<file path="src/rtl/overcurrent_guard_if.sv">
// overcurrent_guard_if: sample, configuration and status bundle for overcurrent_guard.
interface overcurrent_guard_if #(
  parameter int ADC_WIDTH = 12,
  parameter int CH_NUM = 4
);
  logic s_valid;
  logic [CH_NUM*ADC_WIDTH-1:0] s_data;
  logic [CH_NUM*(ADC_WIDTH-1)-1:0] thr;
  logic [CH_NUM-1:0] protect_en;
  logic [3:0] trip_count;
  logic clear;
  logic [CH_NUM-1:0] trip;
  logic drv_en;
  logic irq;
  logic [CH_NUM*(ADC_WIDTH-1)-1:0] peak;
  modport master (
    output s_valid, s_data, thr, protect_en, trip_count, clear,
    input trip, drv_en, irq, peak
  );
  modport slave (
    input s_valid, s_data, thr, protect_en, trip_count, clear,
    output trip, drv_en, irq, peak
  );
endinterface

</file>
<file path="src/rtl/overcurrent_guard.sv">
// overcurrent_guard: per-channel overcurrent trip with consecutive-sample filter,
// latched trips gating the driver enable, and peak-magnitude capture.
module overcurrent_guard #(
  parameter int ADC_WIDTH = 12,
  parameter int CH_NUM = 4
) (
  input logic clk,
  input logic reset_n,
  overcurrent_guard_if.slave bus
);
  localparam int MW = ADC_WIDTH - 1;
  logic [CH_NUM*MW-1:0] mag_d, mag_q, peak_d, peak_q;
  logic [CH_NUM*4-1:0] cnt_d, cnt_q;
  logic [CH_NUM-1:0] trip_d, trip_q;
  logic mag_valid_q, drv_en_q, irq_q;
  logic [3:0] tc;
  // Offset-binary distance from mid-scale; full negative scale saturates to the largest magnitude.
  function automatic logic [MW-1:0] fmag(input logic [ADC_WIDTH-1:0] d);
    return d[ADC_WIDTH-1] ? d[MW-1:0] : (d == '0 ? '1 : MW'(-d[MW-1:0]));
  endfunction
  assign tc = bus.trip_count == 4'd0 ? 4'd1 : bus.trip_count;
  for (genvar k = 0; k < CH_NUM; k++) begin : g_ch
    logic [MW-1:0] m, p;
    logic [3:0] c, inc;
    logic en, over;
    assign mag_d[k*MW +: MW] = fmag(bus.s_data[k*ADC_WIDTH +: ADC_WIDTH]);
    assign m = mag_q[k*MW +: MW];
    assign p = peak_q[k*MW +: MW];
    assign c = cnt_q[k*4 +: 4];
    assign en = bus.protect_en[k];
    assign over = en && m > bus.thr[k*MW +: MW];
    assign inc = c == 4'd15 ? c : c + 4'd1;
    assign cnt_d[k*4 +: 4] = bus.clear || !en ? 4'd0 : mag_valid_q ? (over ? inc : 4'd0) : c;
    assign trip_d[k] = !bus.clear && en && (trip_q[k] || (mag_valid_q && over && inc >= tc));
    assign peak_d[k*MW +: MW] = bus.clear ? '0 : (mag_valid_q && m > p ? m : p);
  end
  always_ff @(posedge clk or negedge reset_n) begin
    if (!reset_n) begin
      mag_q <= '0;
      mag_valid_q <= 1'b0;
      cnt_q <= '0;
      trip_q <= '0;
      peak_q <= '0;
      drv_en_q <= 1'b0;
      irq_q <= 1'b0;
    end else begin
      if (bus.s_valid) mag_q <= mag_d;
      mag_valid_q <= bus.s_valid;
      cnt_q <= cnt_d;
      trip_q <= trip_d;
      peak_q <= peak_d;
      drv_en_q <= ~|trip_d;
      irq_q <= |(trip_d & ~trip_q);
    end
  end
  assign bus.trip = trip_q;
  assign bus.drv_en = drv_en_q;
  assign bus.irq = irq_q;
  assign bus.peak = peak_q;
endmodule
</file>
<file path="src/flat_wrapper.sv">
// flat-port wrapper written by rule: the top's interface ports become plain ports
module overcurrent_guard_flat 
#(
  parameter int ADC_WIDTH = 12,
  parameter int CH_NUM = 4
)
  (clk, reset_n, bus_s_valid, bus_s_data, bus_thr, bus_protect_en, bus_trip_count, bus_clear, bus_trip, bus_drv_en, bus_irq, bus_peak);
  overcurrent_guard_if #(.ADC_WIDTH(ADC_WIDTH), .CH_NUM(CH_NUM)) bus_i ();
  input logic clk;
  input logic reset_n;
  input wire logic [$bits(bus_i.s_valid)-1:0] bus_s_valid;
  input wire logic [$bits(bus_i.s_data)-1:0] bus_s_data;
  input wire logic [$bits(bus_i.thr)-1:0] bus_thr;
  input wire logic [$bits(bus_i.protect_en)-1:0] bus_protect_en;
  input wire logic [$bits(bus_i.trip_count)-1:0] bus_trip_count;
  input wire logic [$bits(bus_i.clear)-1:0] bus_clear;
  output wire logic [$bits(bus_i.trip)-1:0] bus_trip;
  output wire logic [$bits(bus_i.drv_en)-1:0] bus_drv_en;
  output wire logic [$bits(bus_i.irq)-1:0] bus_irq;
  output wire logic [$bits(bus_i.peak)-1:0] bus_peak;
  assign bus_i.s_valid = bus_s_valid;
  assign bus_i.s_data = bus_s_data;
  assign bus_i.thr = bus_thr;
  assign bus_i.protect_en = bus_protect_en;
  assign bus_i.trip_count = bus_trip_count;
  assign bus_i.clear = bus_clear;
  assign bus_trip = bus_i.trip;
  assign bus_drv_en = bus_i.drv_en;
  assign bus_irq = bus_i.irq;
  assign bus_peak = bus_i.peak;
  overcurrent_guard #(.ADC_WIDTH(ADC_WIDTH), .CH_NUM(CH_NUM)) u_core (.clk(clk), .reset_n(reset_n), .bus(bus_i));
endmodule
</file>
<file path="config.mk">
export PLATFORM = sky130hd
export DESIGN_NAME = overcurrent_guard_flat
export DESIGN_NICKNAME = d
export VERILOG_FILES = /design/src/rtl/overcurrent_guard_if.sv /design/src/rtl/overcurrent_guard.sv /design/src/flat_wrapper.sv
export SDC_FILE = /design/constraint.sdc
export NUM_CORES = 1
export LEC_CHECK = 0
export BUFFER_PORTS_ARGS = -buffer_cell sky130_fd_sc_hd__buf_4
export CORE_UTILIZATION = 49
export DETAILED_ROUTE_END_ITERATION = 6
export PLACE_DENSITY = 0.74
export SYNTH_ARGS = -nofsm -noshare
export SYNTH_HDL_FRONTEND = slang
export SYNTH_SLANG_ARGS = --single-unit
</file>
<file path="constraint.sdc">
create_clock -name clk -period 2.4 [get_ports clk]
set_input_delay 0.48 -clock clk [delete_from_list [all_inputs] [get_ports clk]]
set_output_delay 0.48 -clock clk [all_outputs]
set_load 0.005 [all_outputs]
</file>
==> results.ini <==
[routing]
top_layer_used = met4
routed_wl_um = 18800
drtIter0Drc = 276
num_vias = 6891
drtPass1Iterations = 4
wl_met1_um = 9230
routed_via_density = 5.25
drtAntennaViolNets = 0
drc_errors = 0
met3_length_um = 589
wl_met2_um = 8800
wl_per_cell_um = 14.3

[timing]
worstMarginPinSlew_ns = 0.620
slew_violations = 0
hold_viol_final = 0
max_clock_freq_mhz = 432
period_share = 0.964
setup_tns_ns = 0
maxSlewHeadroom = 0.587
fin_crit_ns = 2.31
skew_ns = 0.00905
setup_violations = 0

[logic_synthesis]
synthArstFlopShare = 1.00
syn_avg_cell_area_um2 = 8.98
ys_warn_count = 0
synthCells = 929
synth_edf_count = 0
ys_seq_elements = 111
synth_flop_cell = dfrtp_1
synth_cell_types = 45
syn-num-nets = 1145
syn-cell-area_um2 = 8340
synth_seq_area_share = 0.333

[critical_path]
crit_path_start = u_core.cnt_q[9]
critPathCaptureType = flop
reg2reg_to = u_core.bus.drv_en
regToRegSetupSlack_ns = 0.09
cp.arrival_ns = 2.57
worstSetupPathType = reg -> reg
crit_path_start_kind = flop
cp_max_fo = 4
worstPathRequired_ns = 2.65
r2r_start = u_core.cnt_q[9]
r2r_cells = 8

[clocking]
h-tree-depth = 3
cts.sinks = 111
clock_latency_ns = 0.35
postCtsHoldBufs = 0
root_buffer = clkbuf_16
path_clk_slew_ns = 0.07
cts_tree = done
clockBufferDepth = 2
cts_buffers = 9

[placed_design]
io_buffers = 153
post-place-cells = 1294
dp_hpwl_um = 14800
gp_congestion = 0.828

[global_route]
grt_pass1_vias = 6683
grt_start_max_net_pins = 58
grt_usage = 0.223
grt-ovfl-total = 0
antenna_found_initial = 0
grt_pass1_wl_um = 31600

[floorplan]
fp.coreArea_um2 = 16600
die_h_um = 132
start_util = 0.503
row_count = 47
io_pins = 154
die_area_um2 = 17500
die_w_um = 132

[final_layout]
diodes = 0
nNetsFinal = 1304
drive_above_1_share = 0.215
layoutNonFillerInstCount = 1313
syn_to_final_growth_pct = 22.5

[pwr]
powerDensity_nw_per_um2 = 558
finalPower_mw = 5.70
p_leak_nw = 4.92
ir_worst_vdd_mv = 0.357

[run_status]
status = finished clean

[worst_hold_path]
hold_path.class = in -> async

[run]
drv_cap = 0

-- per-stage QoR --
stage	instance area, um^2	hold slack [ns]	utilization	setup WS, ns
3_5_place_dp	9810	0.428	0.592	-0.0124
5_1_grt	10200	0.0527	0.616	-0.0443
2_1_floorplan	8340	0.184	-	0.0858
3_3_place_gp	9810	0.431	0.592	0.0847
4_1_cts	10100	0.0425	0.611	0.0408
6_report	10200	0.0362	0.616	0.0862
-- layer usage --
| layer | vias to the layer above | GRT usage |
|---|---|---|
| met5 | - | 0 |
| met1 | 3258 | 0.312 |
| met2 | 119 | 0.365 |
| li1 | 3502 | - |
| met4 | 0 | 0.0536 |
| met3 | 12 | 0.0322 |
-- synthesized netlist by cell type (4+ instances only) --
cell	number	share of area
mux2i_1	51	0.061
clkbuf_1	20	0.0090
nand2b_1	92	0.069
nand4_1	22	0.017
o21ai_0	16	0.0096
dfrtp_1	111	0.33
nand2_1	26	0.012
a31oi_1	4	0.0030
nand3b_1	6	0.0054
inv_1	103	0.046
o21a_1	4	0.0036
o21bai_1	8	0.0072
o211a_1	4	0.0048
o21ai_1	4	0.0024
nor3_2	4	0.0048
nor2b_1	20	0.015
buf_2	8	0.0048
xnor2_1	29	0.030
nor3_1	8	0.0048
a2111oi_2	4	0.0072
xor2_1	8	0.0084
mux2_2	10	0.014
nand3_1	13	0.0078
nor2_1	104	0.047
a21oi_1	80	0.048
a211oi_1	13	0.012
a22o_1	13	0.014
ha_1	112	0.17
-- placed cells by master, fill, tap and decap left out, types with 3 or more instances in the layout --
cell type	instances
nand2b_1	92
or3_1	3
nor2_1	102
a2111oi_2	3
dfrtp_1	110
nand3_1	10
clkbuf_1	3
o21ai_0	15
nand3b_1	6
inv_1	103
o31ai_1	3
o211a_1	4
mux2i_1	51
nor3_2	4
a211oi_1	12
nor2b_1	20
o31a_1	3
o21bai_1	8
buf_4	175
a21oi_1	80
nor3_1	8
xor2_1	8
nand4_1	22
o311ai_1	3
clkbuf_16	9
a21oi_2	3
ha_1	108
mux2_2	10
xnor2_1	27
a22o_2	3
a31oi_1	4
o21a_1	4
o21ai_1	5
nor2_2	5
nand2_1	26
a22o_1	13
-- power breakdown --
| part | internal, mW | leakage (nW) | switching [mW] |
|---|---|---|---|
| combinational | 0.942 | 3.39 | 0.908 |
| sequential | 2.09 | 1.39 | 0.237 |
| clock | 0.840 | 0.140 | 0.690 |
-- worst max-delay path: stages, from the launching register on --
cell and delay (ns):
dfrtp_2 0.44, ha_4 0.18, nand3_2 0.10, mux2_2 0.36
ha_1 0.31, a211oi_2 0.20, o21bai_1 0.12, a22o_1 0.23
nor4_2 0.27
-- state kept, by name, indices dropped and copies added (netlist names) --
| signal | flops |
|---|---|
| u_core.bus.peak | 44 |
| u_core.mag_q | 44 |
| u_core.cnt_q | 16 |
| u_core.bus.trip | 4 |
| u_core.bus.drv_en | 1 |
| u_core.bus.irq | 1 |
| u_core.mag_valid_q | 1 |
-- cell type report --
class / count / area [um^2]
Clock inverter: 3 / 42.5
Inverter: 103 / 387
Timing Repair Buffer: 176 / 1330
Tap cell: 220 / 275
Multi-Input combinational cell: 687 / 5150
Fill cell: 1456 / 6370
Sequential cell: 111 / 2780
Clock buffer: 13 / 250
-- worst max path at each step --
stage	endpoint	slack (ns)	cells after the start
2_1_floorplan	u_core.bus.drv_en	0.09	9
3_3_place_gp	u_core.bus.drv_en	0.08	9
3_5_place_dp	u_core.bus.drv_en	-0.01	8
4_1_cts	u_core.bus.drv_en	0.04	9
5_1_grt	u_core.bus.drv_en	-0.04	8
6_report	u_core.bus.drv_en	0.09	8
-- repair_timing --
item | 4_1_cts | 5_1_grt
resized for setup | 5 | 14
pin swaps | 0 | 6
setup buffers | 1 | 2
setup endpoints to repair | 1 | 2
-- logic make-up after synthesis --
| group | after synthesis | synth area share |
|---|---|---|
| simple gates | 307 | 0.193 |
| flops | 111 | 0.333 |
| fa+ha+maj | 112 | 0.168 |
| mux | 61 | 0.0747 |
| xor+xnor | 37 | 0.0389 |
| compound gates | 170 | 0.132 |
| buf+inv | 131 | 0.0602 |
Note: power is estimated with default switching activity, not from simulation.
